$ cat src/rtl/cache_arbiter.sv
// rtl/cache_arbiter.sv - round-robin arbiter sharing one line-wide memory port between I-cache and D-cache
//
// Ports:
//   clk, rst                         clock, asynchronous active-high reset
//   i_read, i_address                I-cache line read request (held until i_resp)
//   i_rdata, i_resp                  line data to I-cache, one-cycle completion pulse
//   d_read, d_write, d_address,      D-cache line read/write request (held until d_resp)
//   d_wdata
//   d_rdata, d_resp                  line data to D-cache, one-cycle completion pulse
//   pmem_read, pmem_write,           command to physical memory (registered)
//   pmem_address, pmem_wdata
//   pmem_rdata, pmem_resp            memory read data and completion pulse

module cache_arbiter #(
    parameter int LINE_W = 256,
    parameter int ADDR_W = 32
) (
    input  logic              clk,
    input  logic              rst,
    input  logic              i_read,
    input  logic [ADDR_W-1:0] i_address,
    output logic [LINE_W-1:0] i_rdata,
    output logic              i_resp,
    input  logic              d_read,
    input  logic              d_write,
    input  logic [ADDR_W-1:0] d_address,
    input  logic [LINE_W-1:0] d_wdata,
    output logic [LINE_W-1:0] d_rdata,
    output logic              d_resp,
    output logic              pmem_read,
    output logic              pmem_write,
    output logic [ADDR_W-1:0] pmem_address,
    output logic [LINE_W-1:0] pmem_wdata,
    input  logic [LINE_W-1:0] pmem_rdata,
    input  logic              pmem_resp
);

    typedef enum logic [1:0] {
        IDLE    = 2'd0,
        SERVE_I = 2'd1,
        SERVE_D = 2'd2
    } state_t;

    state_t            state;
    logic              last_grant;   // 0 = I-cache, 1 = D-cache
    logic [ADDR_W-1:0] lat_addr;
    logic [LINE_W-1:0] lat_wdata;

    logic i_req;
    logic d_req;
    logic grant_d;

    assign i_req = i_read;
    assign d_req = d_read | d_write;

    // D wins when it is alone, or when both ask and I had the previous grant.
    assign grant_d = d_req & (~i_req | ~last_grant);

    // pmem_read/pmem_write are the latched operation; they are loaded on the
    // grant edge and cleared on the completing edge, so they double as the
    // command registers and stay stable for the whole transaction.
    always_ff @(posedge clk or posedge rst) begin
        if (rst) begin
            state      <= IDLE;
            last_grant <= 1'b1;
            lat_addr   <= '0;
            lat_wdata  <= '0;
            pmem_read  <= 1'b0;
            pmem_write <= 1'b0;
        end else begin
            case (state)
                IDLE: begin
                    if (grant_d) begin
                        state      <= SERVE_D;
                        last_grant <= 1'b1;
                        lat_addr   <= d_address;
                        lat_wdata  <= d_wdata;
                        // A simultaneous read and write is treated as a write.
                        pmem_write <= d_write;
                        pmem_read  <= ~d_write;
                    end else if (i_req) begin
                        state      <= SERVE_I;
                        last_grant <= 1'b0;
                        lat_addr   <= i_address;
                        pmem_write <= 1'b0;
                        pmem_read  <= 1'b1;
                    end
                end
                SERVE_I, SERVE_D: begin
                    if (pmem_resp) begin
                        state      <= IDLE;
                        pmem_read  <= 1'b0;
                        pmem_write <= 1'b0;
                    end
                end
                default: begin
                    state      <= IDLE;
                    pmem_read  <= 1'b0;
                    pmem_write <= 1'b0;
                end
            endcase
        end
    end

    assign pmem_address = lat_addr;
    assign pmem_wdata   = lat_wdata;

    // Completion is forwarded combinationally only to the granted side;
    // a response arriving in IDLE goes nowhere.
    assign i_resp = (state == SERVE_I) & pmem_resp;
    assign d_resp = (state == SERVE_D) & pmem_resp;

    assign i_rdata = pmem_rdata;
    assign d_rdata = pmem_rdata;

endmodule

$ cat config.mk
export PLATFORM = sky130hd
export DESIGN_NAME = cache_arbiter
export DESIGN_NICKNAME = d
export VERILOG_FILES = /design/src/rtl/cache_arbiter.sv
export SDC_FILE = /design/constraint.sdc
export NUM_CORES = 1
export LEC_CHECK = 0
export CORE_AREA = 2 2 546 548
export CTS_BUF_LIST = sky130_fd_sc_hd__clkbuf_2 sky130_fd_sc_hd__clkbuf_4 sky130_fd_sc_hd__clkbuf_8
export DETAILED_ROUTE_END_ITERATION = 16
export DIE_AREA = 0 0 548 550
export GPL_TIMING_DRIVEN = 1
export PLACE_DENSITY_LB_ADDON = 0.15
export SLEW_MARGIN = 25
export SYNTH_ARGS = -nofsm -noshare
export SYNTH_HDL_FRONTEND = slang
export SYNTH_SLANG_ARGS = --single-unit
$ cat constraint.sdc
create_clock -name clk -period 11.65 [get_ports clk]
set_input_delay 1.7475 -clock clk [delete_from_list [all_inputs] [get_ports clk]]
set_output_delay 1.7475 -clock clk [all_outputs]
set_load 0.05 [all_outputs]
# == Yosys cells after proc, flatten, opt, wreduce, memory -nomap -nowiden ==
# Index checks and enable logic that the tools add are counted.
# op_classes
n_eq_ne,4
mux,14
bitwise,8
reduce_logical,6
# ops
operator,count
$mux 32,2
$mux 1,6
$mux 2,3
$reduce_and 2->1,3
$pmux 1 s2,2
$pmux 2 s2,1
$and 1x1->1,3
$ne 3x3->1 const B,1
$not 1->1,3
$eq 2x1->1 const B,1
$eq 2x2->1 const B,1
$logic_not 2->1,1
$ne 2x2->1 const B,1
$or 1x1->1,2
$reduce_bool 2->1,1
$reduce_or 2->1,1
# word_totals
reg_bits,293
input_bits,582
out_inout_bits,804
wordCells,38

# == Depth between registers and ports, before layout ==
# Gate-level depths: netlist (run 1).
# depth
word_depth,5
mapped_depth,7
mapped_depth_nobuf,5

# == Worst setup path before layout (run 1) ==
# No wires, ideal clock.
# synth_timing
kind,input -> output
startpoint,input pmem_resp
endpoint,output d_resp
t_arrival_ns,2.159
required_time_ns,9.903
slack_ns,7.743
cell_stages,1
n_path_buf,0
path_cell_list,and2_1
# synth_between
elab_chain_len,1
# synth_rtl
element,line_no,source
start: declaration,35,input logic pmem_resp
$and 1x1->1,111,assign d_resp = (state == SERVE_D) & pmem_resp;
end: declaration,29,"output logic d_resp,"
# Every way passes these cells.

# == Final worst setup path (run 1) ==
# layout_timing
startpoint,input pmem_resp
endpoint,output i_resp
# layout_between
elab_chain_len,1
# layout_rtl
element,line_no,source
$and 1x1->1,110,assign i_resp = (state == SERVE_I) & pmem_resp;
end: declaration,23,"output logic i_resp,"
# Every way passes these cells.

==> results of run 1 <==
-- metrics by stage --
stage	std cells	worst slack [ns]	cell area, sq um	utilization [%]	total power [mW]
final	5369	6.274	23820	8.061	8.028
after global routing	5357	6.198	23790	8.051	8.639
after CTS	5355	6.180	23760	8.041	8.383
after detailed placement	5234	6.180	22230	7.520	6.775
after global placement	5234	6.180	22230	7.520	6.783
after floorplan	1220	1.813	15090	-	4.928
-- registers in the layout, indices dropped and copies added (netlist names) --
signal        flops
pmem_write        1
pmem_address     32
state             2
pmem_wdata      256
last_grant        1
pmem_read         1
-- path summary, 6_finish.rpt --
kind / startpoint / endpoint / slack (ns) / depth (start not counted)
max: pmem_resp / i_resp / 6.27 / 3
min: pmem_wdata[67] / pmem_wdata[67] / 0.48 / 1
max reg2reg: state[0] / pmem_wdata[22] / 8.63 / 7
min reg2reg: pmem_wdata[67] / pmem_wdata[67] / 0.48 / 1
max in group asynchronous: rst / pmem_wdata[23] / 8.80 / 4
min in group asynchronous: rst / pmem_wdata[150] / 1.43 / 2
-- power by group through the flow --
stage	Combinational, mW	Clock, mW	Sequential [mW]
floorplan	1.31	0	3.62
global placement	4.94	0	1.85
finish	4.74	1.47	1.82
global route	5.11	1.62	1.91
detailed placement	4.92	0	1.85
CTS	4.93	1.60	1.84
-- routing by layer --
metal | vias up | routed length (um) | track usage, %
met3 | 463 | 24380 | 7.058
met1 | 4306 | 37890 | 6.952
li1 | 3869 | - | -
met4 | 8 | 7993 | 4.509
met2 | 1060 | 48970 | 11.29
met5 | - | 204 | 0.5316
-- cell families after synthesis --
| kind of cell | Yosys count | synth area share (%) |
|---|---|---|
| flip-flops | 293 | 48.58 |
| adder cells (fa/ha/maj) | 3 | 0.2487 |
| buffers and inverters | 554 | 27.20 |
| multiplexers | 289 | 21.29 |
| AO/OA/AOI/OAI | 38 | 1.525 |
| AND/OR/NAND/NOR | 43 | 1.160 |
-- cell usage in the layout, fill, tap and decap left out, drive strengths merged --
master / count
a21o: 1
a22o: 2
a32o: 1
and2: 2
buf: 12
bufinv: 2
clkbuf: 114
clkdlybuf4s50: 614
clkinv: 3
clkinvlp: 1
dfrtp: 292
dfstp: 1
diode: 13
ha: 3
inv: 5
mux2: 256
mux2i: 33
nand2: 36
nor2: 2
nor2b: 1
nor3: 1
o21ai: 32
o2bb2ai: 1
o31ai: 1
or2: 1
-- worst max-delay path, cell delays in order --
cell	delay, ns
sky130_fd_sc_hd__clkdlybuf4s50_1	0.73
sky130_fd_sc_hd__and2_1	0.25
sky130_fd_sc_hd__clkdlybuf4s50_1	0.88
-- area by class of cell --
cell class                 count  area share, %
antenna                       13         0.1366
multi-input combinational    373          15.43
clock buffer                 114          6.061
sequential                   293          30.78
tap                         3939          20.69
inverter                       4        0.09454
clock inverter                 7         0.3939
timing repair buffer         626          26.42
==> results.md, run 1 <==
- The clock network is responsible for 18.3% of the overall power.
- The quantity of gates resized following cts is 0.
- Power spread over the standard cell area amounts to 337.0 nW/um^2.
- The number of setup violations in the final report is 0.
- The worst ir drop on vdd is 0.1650 mV.
- The most frequently used flop master after synthesis is sky130_fd_sc_hd__dfrtp_1.
- Global routing used 7.689% of the available tracks across all layers.
- The total number of clock tree sinks is 293.
- The synthesized design contains 293 register bits.
- The TritonCTS clock tree is done.
- The analysis attributes to net switching a power of 4.245 mW.
- Detailed routing inserted a total of 9706 vias.
- Final hold analysis gives a worst-case slack of 0.4797 ns.
- In this run the horizontal extent of the chip is 548 um.
- The number of cell rows is 200.
- Yosys attributes the largest share of cell area to sky130_fd_sc_hd__dfrtp_1, sky130_fd_sc_hd__buf_4, sky130_fd_sc_hd__mux2_1.
- sky130_fd_sc_hd__buf_4 is the most common cell in the netlist.
- The leakage power is 8.136 nW.
- Dividing the synthesized area by the synthesized cell count gives 12.37 sq um.
- The floorplan die area is 301400 sq um.
- In the final routed layout, each cell accounts on average for 22.25 um.
- STA classifies the critical path endpoint as a primary output.
- The final routed wirelength across all metal layers is 119.4 mm.
- Global routing finished with a remaining overflow of 0.
- The clock tree root buffer cell is sky130_fd_sc_hd__clkbuf_8.
- The critical-path maximum fanout is 3.
- The area share of the largest cell type after synthesis is 48.41%.
- The first global-routing pass estimated 143.8 mm of wire.
- The HPWL after detailed placement is 100.2 mm.
- The number of setup buffers added after CTS is 0.
- The number of placed I/O pins is 1386.
- The number of distinct library cells after synthesis is 23.
- By startpoint and endpoint, the worst setup path is classified as in -> out.
- The Yosys step of the flow raised 0 warnings.
- The path type of the worst min-delay path is reg -> reg.
- The layout cell share with drive strength beyond 1 is 10.94%.
- The startpoint class of the critical path is an input pin.
- The worst path needs 5.376 ns of the cycle, external delays included.
- The detailed-routing iteration count for the pre-antenna-repair pass is 4.
- In this run switching power makes up 52.88% of total power.
- The placer congestion estimate is 0.6442.
- For the worst setup path, the data required time is 9.90 ns.
- The sequential-to-total area share from yosys stat is 48.58%.
- TritonCTS created 81 clock buffers.
- Clock-pin slew was measured on the worst setup and hold paths at 0.04 ns.
- After detailed routing, the number of vias per cell comes to 1.808.
- The final count of pins violating max slew is 0.
- The area of the mapped netlist is 15090 sq um.
- The run finished with clean final reports.
- The pin count of the biggest net entering global routing is 133.
- The final worst-path cycle share is 46.14%.
- The net count of the finished layout is 1964.
- The leading area contributor after synthesis is sky130_fd_sc_hd__dfrtp_1.
- Summed over all failing endpoints, the final setup total negative slack is 0 ns.
- Relative to the synthesized area, the layout overhead comes to 57.82%.
- The count of flip-flops with a built-in enable after synthesis is 0.
- The worst-case clock buffer depth is 4.
- The detailed router finished its first iteration with 228 violations.
- The area of the multi-input gates is 3675 sq um.
- The number of failing hold endpoints at the final stage is 0.
- Counting instances in the post-synthesis netlist gives the leading cell types as sky130_fd_sc_hd__buf_4, sky130_fd_sc_hd__dfrtp_1, sky130_fd_sc_hd__mux2_1.
- In the routed design, unresolved DRC markers number 0.
- The initial antenna violation count is 91.
- The arrival time of data at the critical path endpoint is 3.63 ns.
- The die is 550 um tall.
- Counting every net in the synthesized netlist gives 1805.
- For this design, the CTS-stage hold fixing added 0 buffers.
- The placeable core region is 295500 sq um.
- In the final layout, flip-flops and latches occupy 7333 sq um.
- The total of buffers placed on input and output ports is 617.
- Across the routed clock network, the largest skew measured is 0.04697 ns.
- The sequential group share of total power is 22.7%.
- For the worst-skew pair, the clock arrives at the later sink with an insertion delay of 0.86 ns.
- Across the run, the number of max-cap violations was 0.
- At the pin with the least slew margin, the transition time is 1.027 ns.
- The H-tree was split into 3 levels.
- For this run, asynchronously set or reset flops after synthesis account for 100.0%.
- The synthesized netlist cell count is 1220.
- Once detail routing completed, the nets flagged for antenna violations numbered 0.
- The upper clock frequency limit is 0.1860 GHz.
- The internal power consumption is 3.782 mW.
- The via count of the first global-routing pass is 10590.
- The part of the power in combinational logic is 59.0%.
- The effective utilization at floorplan is 5.108%.
- Setup repair after global routing left no endpoint under its margin.
- In this run the tightest slew margin relative to its limit is 31.34%.
- The number of fill cells in the layout is 34230.
(Power assumes the default switching activity.)
==> run 2, diff against run 1 <==
Settings changed: CORE_AREA 2 2 546 548 to 2 2 541 543, DIE_AREA 0 0 548 550 to 0 0 543 545.
Clock period 11.65 ns to 4.6 ns, I/O delays scaled along.
==> run 2 against run 1 <==
- via count is essentially flat
- die area is 1.8% lower
- sequential power grew to 2.6 times the previous value
- hold slack got worse by 0.27 ns
- flip-flop and latch count is the same
- sequential share of layout area down 0.41 points
- critical path depth decreased by 2
- register-to-register slack worse by 6.4 ns
- combinational power rose to 2.5 times the previous value
- largest cell class unchanged
==> results.md, run 2 (synthesis gave the netlist of run 1 again) <==
- The number of placed I/O pins came to 1386 (unchanged).
- The final total negative setup slack came to 0 ns (unchanged).
- The final worst-path cycle share is 67.16%.
- The number of failing hold endpoints at the final stage is 0 (unchanged).
- The remaining global-route overflow came to 0 (unchanged).
- The pin count of the biggest net entering global routing is 102 (was 133).
- The data required time of the worst path is 3.91 ns (was 9.90 ns).
- The detailed-routing iteration count for the pre-antenna-repair pass is 4 (unchanged).
- The highest layer used for signal routing is met5 (unchanged).
- The normalized max-slew margin came to 30.09% (was 31.34%).
- The family with the most delay on the worst path is buffers and inverters (unchanged).
- The number of CTS-inserted buffers is 82 (was 81).
- The floorplan die area is 295900 sq um (was 301400 sq um).
- The length of routed met3 wiring is 22.22 mm (was 24.38 mm).
- The placed cell area is 22330 sq um (was 22230 sq um).
- The number of max-capacitance violations reported was 0 (unchanged).
- The category of the critical setup timing path was reg -> out (was in -> out).
- The worst setup path startpoint is pmem_wdata[114] (was pmem_resp).
- The startpoint class of the critical path is a flop (was input pin).
- The via density per instance was 1.813 (was 1.808).
- The effective utilization at floorplan is 5.203% (was 5.108%).
- The number of setup violations in the final report was 0 (unchanged).
- The post-route antenna net violation count is 0 (unchanged).
- The worst-case clock buffer depth came to 4 (unchanged).
- Commonest cells after routing, fill and taps aside: sky130_fd_sc_hd__clkdlybuf4s50_1, sky130_fd_sc_hd__dfrtp_1, sky130_fd_sc_hd__mux2_1 (unchanged).
- The number of flip-flops under the largest register name is 256 (unchanged).
- The category of the worst setup path capture point is a primary output (unchanged).
- Cell Chain, Critical Path: clkdlybuf4s50_1 (was clkdlybuf4s50_1 > and2_1 > clkdlybuf4s50_1).
- The post-CTS setup buffer count was 0 (unchanged).
- The count of cell instances traversed by the critical path is 1 (was 3).
- The area added between synthesis and finish is 59.96% (was 57.82%).
- The TritonCTS clock tree is done (unchanged).
- The count of H-tree levels built during CTS was 3 (unchanged).
- The total DRC errors in the routed layout is 0 (unchanged).
- The worst clock skew on the final layout was 0.04847 ns (was 0.04697 ns).
- The final count of pins violating max slew is 0 (unchanged).
- The first-pass GRT wire length was 139.1 mm (was 143.8 mm).
- The number of cell rows came to 198 (was 200).
- The number of fill cells in the layout came to 33580 (was 34230).
- The total number of clock tree sinks was 293 (unchanged).
- The floorplan die height was 545 um (was 550 um).
- The layout cell share with drive strength beyond 1 is 12.80% (was 10.94%).
- The overall power of the completed layout came to 20.80 mW (was 8.028 mW).
- The total met2 wirelength after detailed routing is 48.50 mm (was 48.97 mm).
- The area of the multi-input gates is 3675 sq um (unchanged).
- The clock tree root buffer cell is sky130_fd_sc_hd__clkbuf_8 (unchanged).
- The total of buffers placed on input and output ports is 617 (unchanged).
- Run status: completed (unchanged).
- Based on the critical path, the design can be clocked at up to 0.3237 GHz.
- The number of buffer and inverter stages on the critical path is 1 (was 2).
- The most common cell after layout, fill and taps aside is sky130_fd_sc_hd__clkdlybuf4s50_1 (unchanged).
- The routed length per placed instance was 21.67 um (was 22.25 um).
- The initial antenna violation count is 67 (was 91).
- The count of hold-fix buffers inserted at cts is 0 (unchanged).
- The power per standard cell area was 861.5 nW/um^2 (was 337.0 nW/um^2).
- The number of design-rule violations left by the first detailed-router iteration is 194 (was 228).
- The layout net count is 1977 (was 1964).
- The smallest clock period supported by the final layout is computed as 3.089 ns.
- The slew at the pin closest to its max-slew limit is 1.045 ns (was 1.027 ns).
- The leakage power is 8.335 nW (was 8.136 nW).
- The length in cells of the worst reg-to-reg path is 7 (unchanged).
- The largest stage delay on the critical path came to 1.18 ns (was 0.88 ns).
- The standard cell with the maximum stage delay on the critical path is sky130_fd_sc_hd__clkdlybuf4s50_1 (unchanged).
- The aggregate global-route resource usage is 7.564% (was 7.689%).
- The worst ir drop on vdd was 0.2803 mV (was 0.1650 mV).
- The via count of the first global-routing pass was 10560 (was 10590).
- The startpoint of the most critical register-to-register path is state[0] (unchanged).
- The HPWL after detailed placement is 99.03 mm (was 100.2 mm).
- The cell area after layout came to 24140 sq um (was 23820 sq um).
- Unrepaired setup endpoints after global routing: false (unchanged).
- The placeable core region is 290100 sq um (was 295500 sq um).
- The critical-path maximum fanout came to 2 (was 3).
- The die width is 543 um (was 548 um).
- The total area of sequential cells is 7333 sq um (unchanged).
- The clock transition at the registers of the reported paths came to 0.05 ns (was 0.04 ns).
- The number of vias in the routed layout came to 9705 (was 9706).
- The reg2reg setup slack was 2.20 ns (was 8.63 ns).
- The met1 wire length is 36.99 mm (was 37.89 mm).
- The final design utilization was 8.323% (was 8.061%).
- The arrival time of data at the critical path endpoint is 2.40 ns (was 3.63 ns).
- The quantity of gates resized following cts is 0 (unchanged).
- The path type of the worst min-delay path is in -> async (was reg -> reg).
- The placer congestion estimate is 0.6255 (was 0.6442).
- The source-to-sink clock delay at the later pin of the worst-skew pair is 0.85 ns (was 0.86 ns).
- The endpoint of the worst register-to-register path is pmem_wdata[0] (was pmem_wdata[22]).
- The final routed wirelength across all metal layers is 116.0 mm (was 119.4 mm).
-- run 2: changes by cell type in the layout (fill, tap and decap cells not counted), sizes merged --
cell	before	now
bufinv	2	7
clkinvlp	1	3
clkinv	3	7
clkbuf	114	121
inv	5	3
buf	12	26
diode	13	9
clkdlybuf4s50	614	612
-- run 2: where the power goes --
| part | internal, mW | leakage, nW | total (mW) | switching, mW |
|---|---|---|---|---|
| Combinational | 3.65 | 3.95 | 11.9 | 8.27 |
| Clock | 2.50 | 0.942 | 4.14 | 1.64 |
| Sequential | 3.93 | 3.45 | 4.74 | 0.803 |
| Total | 10.1 | 8.34 | 20.8 | 10.7 |
-- run 2: worst max-delay path by stage --
stage                       endpoint
floorplan            pmem_address[0]
global placement    pmem_address[19]
detailed placement  pmem_address[19]
CTS                           d_resp
global route                  d_resp
finish               pmem_wdata[114]
-- run 2: stage by stage --
| stage | worst slack (ns) | hold WS, ns | std cells |
|---|---|---|---|
| 5_1_grt | 1.282 | 0.1582 | 5346 |
| 3_5_place_dp | 1.306 | 0.4696 | 5208 |
| 4_1_cts | 1.280 | 0.07424 | 5345 |
| 6_report | 1.511 | 0.2084 | 5354 |
| 2_1_floorplan | 0.02167 | 0.4662 | 1220 |
| 3_3_place_gp | 1.289 | 0.4658 | 5208 |
-- run 2: layout make-up --
class,count,area share [%]
diodes,9,0.09328
flip-flops and latches,293,30.37
repair buffers,638,26.59
multi-input cells,373,15.22
well taps,3900,20.21
clock inverters,16,1.078
inverters,4,0.07773
clock buffers,121,6.353
-- run 2: metal layers --
metal | vias up | global-route usage [%]
li1 | 3893 | -
met1 | 4385 | 6.821
met2 | 1024 | 11.34
met3 | 395 | 6.432
met4 | 8 | 4.727
met5 | - | 0.8929
